`config.mk`:
```
export PLATFORM = sky130hd
export DESIGN_NAME = alu_arbiter
export DESIGN_NICKNAME = d
export VERILOG_FILES = /design/src/rtl/alu_arbiter.sv
export SDC_FILE = /design/constraint.sdc
export NUM_CORES = 1
export LEC_CHECK = 0
export CAP_MARGIN = 20
export CORE_AREA = 3 3 223 225
export CTS_CLUSTER_DIAMETER = 150
export DETAILED_ROUTE_END_ITERATION = 10
export DIE_AREA = 0 0 226 228
export PLACE_DENSITY = 0.43
export SYNTH_ARGS = -nofsm -noshare
export SYNTH_HDL_FRONTEND = slang
export SYNTH_SLANG_ARGS = --single-unit
```
`constraint.sdc`:
```
create_clock -name clk -period 3.65 [get_ports clk]
set_input_delay 0.73 -clock clk [delete_from_list [all_inputs] [get_ports clk]]
set_output_delay 0.73 -clock clk [all_outputs]
set_load 0.02 [all_outputs]
```
`src/rtl/alu_arbiter.sv`:
```
// Round-robin arbiter sharing one ALU among NUM_REQ requesters.
// One operation in flight: accept -> wait for alu_ready -> hold response until taken.
package warp_pkg;
    typedef enum logic [3:0] {
        OP_ADD = 4'd0,
        OP_SUB = 4'd1,
        OP_MUL = 4'd2,
        OP_FMA = 4'd3,
        OP_AND = 4'd4,
        OP_OR  = 4'd5,
        OP_XOR = 4'd6
    } alu_opcode_e;
endpackage

module alu_arbiter
    import warp_pkg::*;
#(
    parameter int unsigned NUM_REQ = 4,
    parameter int unsigned IDW     = $clog2(NUM_REQ)
) (
    input  logic                             clk,
    input  logic                             rst_n,
    input  logic [NUM_REQ-1:0]               req_valid,
    output logic [NUM_REQ-1:0]               req_ready,
    input  alu_opcode_e [NUM_REQ-1:0]        req_opcode,
    input  logic [NUM_REQ-1:0][31:0]         req_operand1,
    input  logic [NUM_REQ-1:0][31:0]         req_operand2,
    input  logic [NUM_REQ-1:0][31:0]         req_operand3,
    output logic                             rsp_valid,
    input  logic                             rsp_ready,
    output logic [IDW-1:0]                   rsp_id,
    output logic [31:0]                      rsp_result,
    output logic                             rsp_overflow,
    output logic                             busy,
    output alu_opcode_e                      alu_opcode,
    output logic [31:0]                      alu_operand1,
    output logic [31:0]                      alu_operand2,
    output logic [31:0]                      alu_operand3,
    input  logic [31:0]                      alu_result,
    input  logic                             alu_overflow,
    input  logic                             alu_ready
);

    typedef enum logic [1:0] {
        S_IDLE = 2'd0,
        S_WAIT = 2'd1,
        S_RESP = 2'd2
    } state_e;

    state_e             r_state;
    state_e             w_state_nxt;
    logic [IDW-1:0]     r_rr_ptr;
    logic               w_grant_vld;
    logic [IDW-1:0]     w_grant_idx;
    logic               w_accept;

    alu_opcode_e        r_alu_opcode;
    logic [31:0]        r_alu_operand1;
    logic [31:0]        r_alu_operand2;
    logic [31:0]        r_alu_operand3;
    logic               r_rsp_valid;
    logic [IDW-1:0]     r_rsp_id;
    logic [31:0]        r_rsp_result;
    logic               r_rsp_overflow;

    function automatic logic [IDW-1:0] wrap_add(input logic [IDW-1:0] base,
                                                input int unsigned   off);
        int unsigned sum;
        sum = 32'(base) + off;
        return IDW'(sum % NUM_REQ);
    endfunction

    // Search starts one past the last grant, so the last winner has lowest priority.
    always_comb begin
        w_grant_vld = 1'b0;
        w_grant_idx = '0;
        for (int unsigned k = 1; k <= NUM_REQ; k++) begin
            if (!w_grant_vld && req_valid[wrap_add(r_rr_ptr, k)]) begin
                w_grant_vld = 1'b1;
                w_grant_idx = wrap_add(r_rr_ptr, k);
            end
        end
    end

    assign w_accept  = (r_state == S_IDLE) && w_grant_vld;
    assign req_ready = w_accept ? (NUM_REQ'(1) << w_grant_idx) : '0;

    always_ff @(posedge clk or negedge rst_n) begin
        if (!rst_n) begin
            r_state <= S_IDLE;
        end else begin
            r_state <= w_state_nxt;
        end
    end

    always_comb begin
        w_state_nxt = r_state;
        case (r_state)
            S_IDLE:  if (w_grant_vld) w_state_nxt = S_WAIT;
            S_WAIT:  if (alu_ready)   w_state_nxt = S_RESP;
            S_RESP:  if (rsp_ready)   w_state_nxt = S_IDLE;
            default: w_state_nxt = S_IDLE;
        endcase
    end

    always_ff @(posedge clk or negedge rst_n) begin
        if (!rst_n) begin
            r_rr_ptr       <= IDW'(NUM_REQ - 1);
            r_alu_opcode   <= OP_ADD;
            r_alu_operand1 <= '0;
            r_alu_operand2 <= '0;
            r_alu_operand3 <= '0;
            r_rsp_valid    <= 1'b0;
            r_rsp_id       <= '0;
            r_rsp_result   <= '0;
            r_rsp_overflow <= 1'b0;
        end else begin
            if (w_accept) begin
                r_alu_opcode   <= req_opcode[w_grant_idx];
                r_alu_operand1 <= req_operand1[w_grant_idx];
                r_alu_operand2 <= req_operand2[w_grant_idx];
                r_alu_operand3 <= req_operand3[w_grant_idx];
                r_rsp_id       <= w_grant_idx;
                r_rr_ptr       <= w_grant_idx;
            end
            if ((r_state == S_WAIT) && alu_ready) begin
                r_rsp_result   <= alu_result;
                r_rsp_overflow <= alu_overflow;
                r_rsp_valid    <= 1'b1;
            end
            if ((r_state == S_RESP) && r_rsp_valid && rsp_ready) begin
                r_rsp_valid    <= 1'b0;
            end
        end
    end

    assign busy         = (r_state != S_IDLE);
    assign alu_opcode   = r_alu_opcode;
    assign alu_operand1 = r_alu_operand1;
    assign alu_operand2 = r_alu_operand2;
    assign alu_operand3 = r_alu_operand3;
    assign rsp_valid    = r_rsp_valid;
    assign rsp_id       = r_rsp_id;
    assign rsp_result   = r_rsp_result;
    assign rsp_overflow = r_rsp_overflow;

endmodule
```
==> summary.md, run 1 <==
| Metric | Value |
|---|---|
| Status | `finished, final reports clean` |
| Pwr dens | `762 nW/um^2` |
| Largest family of logic cells by synthesized area | `multiplexers` |
| Total Wirelength | `40300 um` |
| Max_cap viols | `0` |
| DR iter-0 viols | `252` |
| Seq/Total Area, Yosys | `0.442` |
| Ys async rst share | `1.00` |
| Max IR drop VDD | `0.815 mV` |
| Fmax | `0.295 GHz` |
| Total GRT Usage | `0.154` |
| Clock buffer depth | `2` |
| Crit end category | `output pin` |
| #FFs+latches synth | `140` |
| DR vias | `7857` |
| Final period util | `0.928` |
| Cell mode on critical path | `clkdlybuf4s50_1` |
| Crit-path cells | `clkdlybuf4s50_1, nand2b_1, o21a_1, a21oi_1, nand2b_4, nor2_1, clkdlybuf4s50_1` |
| Synth Area in Compound Gates | `0.133` |
| Synth area leader | `dfrtp_1` |
| Fin worst setup slack | `0.261 ns` |
| Crit path time final | `3.39 ns` |
| DR vias/cell | `4.23` |
| Mux share of post-synthesis cell area | `0.299` |
| Pin slew with the least headroom to its limit | `0.983 ns` |
| Final hold vios | `0` |
| Layout area overhead | `86.6%` |
| Final ANT Viol Nets | `0` |
| Share of cells above drive strength 1 | `0.0797` |
| Simple-gate portion of the synthesized area | `0.0618` |
| Largest net degree at the start of global routing | `120` |
| Leakage | `6.23 nW` |
| Hold crit path type | `primary input to async pin` |
| Initial antenna violation count | `4` |
| Num CTS Buffers | `17` |
| Slew Viols, Final | `0` |
| Resized Gates After CTS | `0` |
| Crit path max fanout | `4` |
| Synth Warn # | `0` |
| Setup TNS | `0 ns` |
| Count of final setup violators | `0` |
| Critical path class | `primary input to output pin` |
| Clock Latency Late Sink | `0.49 ns` |
| RSZ-0062 raised after global routing | `false` |
| Most common cell in the netlist | `mux2i_1` |
| I/O Buffers | `581` |
| Total setup buffers inserted after CTS | `0` |
| Post-place setup slack | `0.187 ns` |
| Final net count | `1670` |
| Mapped Nets | `1116` |
| Initial Utilization | `0.166` |
| WP data required | `2.92 ns` |
| Slowest-stage cell, CP | `clkdlybuf4s50_1` |
| Mean Syn Cell Area | `11.8 sq um` |
| Largest stage delay, worst path | `0.56 ns` |
| Site row count | `80` |
| Number of enable flip-flop cells after synthesis | `0` |
| First drt pass iteration count | `4` |
| CP Launch Type | `primary input` |
| Core area | `47700 sq um` |
| Arrival time at the worst endpoint | `2.66 ns` |
| Ports | `582` |
| Clk slew on worst S/H paths | `0.07 ns` |
| Clock root cell | `clkbuf_16` |
| Final Power | `0.0113 W` |
| Post-DP HPWL | `30500 um` |
| Synth area leaders | `dfrtp_1 (43%), mux2i_1 (25%), o221ai_1 (9.9%)` |
| Number of hold buffers added after cts | `0` |
| Synth Cell Area | `7940 sq um` |
| H-tree Lvls | `4` |
| First-pass GRT wire length | `57700 um` |
| Die width | `226 um` |
| Post-Synthesis Cells | `675` |
| Routed wire length per instance | `21.7 um` |
| CTS tree | `built` |
| Adder-cell share of the synthesized area | `0` |
| Final Skew | `0.0326 ns` |
| Yosys cell types | `30` |
| Synth top area share | `0.435` |
| Relative slew slack | `0.345` |
| Overflow after GRT | `0` |
| CTS Sinks | `140` |
| Commonest cells in the netlist | `mux2i_1 (200), dfrtp_1 (138), nand2_1 (107)` |
| Vias in the first global route | `8388` |
| Die area | `51500 sq um` |
| Synth Area in XOR/XNOR | `0` |
| Residual DRC | `0` |
| Top FF cell, synth | `dfrtp_1` |
| Chip height | `228 um` |
| Routability cong. | `0.800` |
per-layer routing:
layer	GRT usage	wire [um]
met1	0.161	15000
met3	0.0789	4680
met4	0.0495	705
met2	0.267	20000
met5	0	27
state kept, by name (all words and copies together) (netlist names):
name          cells
r_rr_ptr          2
alu_opcode        4
alu_operand3     32
alu_operand1     32
r_state           2
rsp_id            2
alu_operand2     32
rsp_valid         1
rsp_result       32
rsp_overflow      1
per-stage QoR:
step                std cells   util  hold slack [ns]  area [sq um]
floorplan                 675      -            0.434          7940
global placement         1825  0.298            0.462         14200
detailed placement       1825  0.298            0.472         14200
CTS                      1857  0.310            0.289         14800
global route             1857  0.310            0.305         14800
finish                   1858  0.310            0.265         14800
report_power, final:
group	internal, W	switching (W)	total [W]
clock network	0.00103	0.000808	0.00184
registers	0.00236	0.000454	0.00281
logic	0.00317	0.00347	0.00664
final cells by class:
class                           count  area (sq um)
Clock buffer                       18           439
Clock inverter                     14           159
Sequential cell                   140          3510
Fill cell                        4940         32900
Inverter                            3          11.3
Multi-Input combinational cell    474          3950
Antenna cell                        1          2.50
Timing Repair Buffer              593          5980
Tap cell                          615           769
worst max-delay path, delay by kind of cell:
family | cells | cell delay [ns]
and+or+nand+nor | 3 | 0.41
AOI/OAI and AO/OA | 2 | 0.41
buffers and inverters | 2 | 1.11
cell families after synthesis:
family	after synthesis
DFF	140
and+or+nand+nor	124
buffers and inverters	61
muxes	233
AOI/OAI and AO/OA	117
worst paths after layout:
kind                            startpoint                to  slack, ns  depth (start not counted)
max                           req_valid[3]      req_ready[0]       0.26                          7
min                                  rst_n    rsp_result[30]       0.26                          1
max reg2reg                    r_rr_ptr[0]  alu_operand3[15]       0.88                          6
min reg2reg                alu_operand3[2]   alu_operand3[2]       0.48                          2
max in group asynchronous            rst_n     rsp_result[6]       2.47                          2
min in group clk           alu_operand3[2]   alu_operand3[2]       0.48                          2
cell usage in the layout (no fill, tap or decap):
cell | netlist | layout
a211oi_1 | 1 | 1
a211oi_4 | 1 | 1
a21oi_1 | 6 | 6
a21oi_2 | 2 | 2
buf_12 | 11 | 6
buf_4 | 0 | 6
buf_6 | 0 | 1
bufinv_16 | 0 | 2
clkbuf_16 | 0 | 17
clkbuf_8 | 0 | 1
clkdlybuf4s50_1 | 0 | 580
clkinv_1 | 1 | 1
clkinv_2 | 0 | 1
clkinv_4 | 0 | 4
clkinvlp_4 | 0 | 2
dfrtp_1 | 138 | 138
dfstp_2 | 2 | 2
diode_2 | 0 | 1
inv_1 | 2 | 2
inv_6 | 0 | 5
mux2_2 | 33 | 33
mux2i_1 | 200 | 200
nand2_1 | 107 | 106
nand2_4 | 0 | 1
nand2b_1 | 4 | 2
nand2b_2 | 1 | 1
nand2b_4 | 0 | 2
nand3b_1 | 1 | 1
nor2_1 | 8 | 8
nor2_2 | 1 | 1
nor3_1 | 1 | 1
o21a_1 | 1 | 1
o21ai_0 | 3 | 3
o21ai_2 | 1 | 1
o221ai_1 | 90 | 90
o221ai_2 | 10 | 10
o22ai_1 | 1 | 1
o31ai_1 | 1 | 1
or2_1 | 1 | 1
Power figures use the tool's default switching activity.
==> run 2: changes to the inputs <==
--- a/config.mk
+++ b/config.mk
@@ -10,7 +10,9 @@
 export CTS_CLUSTER_DIAMETER = 150
 export DETAILED_ROUTE_END_ITERATION = 10
 export DIE_AREA = 0 0 226 228
+export HOLD_SLACK_MARGIN = 0.15
 export PLACE_DENSITY = 0.43
+export SKIP_CTS_REPAIR_TIMING = 1
 export SYNTH_ARGS = -nofsm -noshare
 export SYNTH_HDL_FRONTEND = slang
 export SYNTH_SLANG_ARGS = --single-unit
==> results of run 2 <==
Same layout as run 1: the final DEF is identical, and so are final timing and power.
==> run 3: changes to the inputs <==
==> constraint.sdc (replaced) <==
create_clock -name clk -period 3.65 [get_ports clk]
set_input_delay 1.095 -clock clk [delete_from_list [all_inputs] [get_ports clk]]
set_output_delay 1.095 -clock clk [all_outputs]
set_load 0.02 [all_outputs]
==> summary.md, run 3 (same netlist as run 1, synthesis figures left out) <==
| Metric | Value |
|---|---|
| Die width | `226 um` |
| Die area | `51500 sq um` |
| First drt pass iteration count | `4` |
| Fmax | `0.277 GHz` |
| Pwr dens | `756 nW/um^2` |
| Residual DRC | `0` |
| Initial Utilization | `0.166` |
| Crit end category | `output pin` |
| Largest net degree at the start of global routing | `120` |
| Switching Power | `0.00471 W` |
| First-pass GRT wire length | `57400 um` |
| Internal power | `0.00654 W` |
| Clock share of power | `0.158` |
| Routed wire length per instance | `21.6 um` |
| Site row count | `80` |
| Fin util | `0.311` |
| Clock buffer depth | `2` |
| Crit path max fanout | `4` |
| I/O Buffers | `581` |
| Relative slew slack | `0.346` |
| Final net count | `1681` |
| Ports | `582` |
| Hold crit path type | `register to register` |
| Worst hold slack | `0.480 ns` |
| Total Wirelength | `40400 um` |
| Sw Ratio | `0.418` |
| Setup TNS | `0 ns` |
| Layout fillers | `4953` |
| Num CTS Buffers | `17` |
| Leakage | `6.29 nW` |
| DR vias/cell | `4.22` |
| Clk slew on worst S/H paths | `0.07 ns` |
| Initial antenna violation count | `9` |
| Pin slew with the least headroom to its limit | `0.981 ns` |
| Crit path time final | `3.60 ns` |
| Final Non-Filler Cells | `1870` |
| Critical path class | `primary input to output pin` |
| Total GRT Usage | `0.153` |
| Arrival time at the worst endpoint | `2.51 ns` |
| Final Skew | `0.0175 ns` |
| Status | `finished, final reports clean` |
| Share of cells above drive strength 1 | `0.0911` |
| Vias in the first global route | `8617` |
| Most Crowded Layer GR | `met2` |
| Count of final setup violators | `0` |
| Comb power frac | `0.593` |
| CP Launch Type | `primary input` |
| H-tree Lvls | `4` |
| DR iter-0 viols | `319` |
| Final period util | `0.988` |
| Core area | `47700 sq um` |
| Chip height | `228 um` |
| Max IR drop VDD | `0.591 mV` |
| R2R Setup Slk | `0.74 ns` |
| Met3 usage | `0.0800` |
| Routability cong. | `0.790` |
| Commonest cells after routing, fill and taps aside | `clkdlybuf4s50_1 (574), mux2i_1 (200), dfrtp_1 (138)` |
| RSZ-0062 raised after global routing | `false` |
| CTS tree | `built` |
| Commonest non-fill, non-tap cell in the layout | `clkdlybuf4s50_1` |
| Final hold vios | `0` |
| Clock Latency Late Sink | `0.48 ns` |
| CTS Sinks | `140` |
| Layout area overhead | `87.3%` |
| Clock root cell | `clkbuf_16` |
| WP data required | `2.55 ns` |
| Post-DP HPWL | `30900 um` |
| Overflow after GRT | `0` |
| DR vias | `7892` |
| Final ANT Viol Nets | `0` |
| GR Util met2 | `0.265` |
| Reg power frac | `0.249` |
| Max_cap viols | `0` |
| Grt met1 use | `0.158` |
| Slew Viols, Final | `0` |
| DP Cell Count | `1835` |
-- run 3: changes by cell type in the layout (fill, tap and decap cells not counted), sizes merged --
cell | previous run | this run
buf | 13 | 27
dlymetal6s2s | 0 | 2
diode | 1 | 3
clkinvlp | 2 | 3
clkinv | 6 | 8
inv | 7 | 4
clkdlybuf4s50 | 580 | 574
-- run 3: per-stage QoR --
| stage | cell area, sq um | setup WS (ns) | total power [W] |
|---|---|---|---|
| detailed placement | 14300 | -0.489 | 0.00961 |
| global route | 14900 | 0.00880 | 0.0120 |
| global placement | 14300 | -0.462 | 0.00959 |
| finish | 14900 | 0.0450 | 0.0112 |
| CTS | 14900 | -0.456 | 0.0115 |
| floorplan | 7940 | 0.307 | 0.00671 |
-- run 3: power groups by stage --
stage	clock network [W]	logic, W	registers [W]
after CTS	0.00188	0.00681	0.00282
final	0.00178	0.00667	0.00280
after global placement	0	0.00678	0.00282
after floorplan	0	0.00304	0.00367
after detailed placement	0	0.00679	0.00282
after global routing	0.00192	0.00716	0.00290
-- run 3: worst max-delay path, stage by stage --
cell and delay [ns]:
clkdlybuf4s50_1 0.56, nand2b_2 0.09, o22ai_1 0.16, a21oi_2 0.08
nand2b_4 0.16, nor2_1 0.19, buf_4 0.18
-- run 3: final timing paths --
path                              startpoint          endpoint  cells past startpoint
worst max-delay path            req_valid[1]      req_ready[0]                      7
min in group asynchronous              rst_n   alu_operand2[8]                      1
worst min-delay path               rsp_id[1]         rsp_id[1]                      2
worst min register to register     rsp_id[1]         rsp_id[1]                      2
worst max register to register   r_rr_ptr[0]  alu_operand3[22]                      7
max in group asynchronous              rst_n  alu_operand1[28]                      2
-- run 3: metal layers --
layer	vias up	part of all wire
met5	-	0.0013
met2	389	0.49
met1	3752	0.37
met4	8	0.019
li1	3701	-
met3	42	0.12
-- run 3: layout make-up --
type / instances / area (sq um) / share of cell area
clock buffers: 17 / 425 / 0.0286
inverters: 3 / 11.3 / 0.000757
flip-flops and latches: 140 / 3510 / 0.236
multi-input cells: 474 / 3950 / 0.266
diodes: 3 / 7.51 / 0.000505
clock inverters: 14 / 146 / 0.00985
repair buffers: 604 / 6050 / 0.407
well taps: 615 / 769 / 0.0518
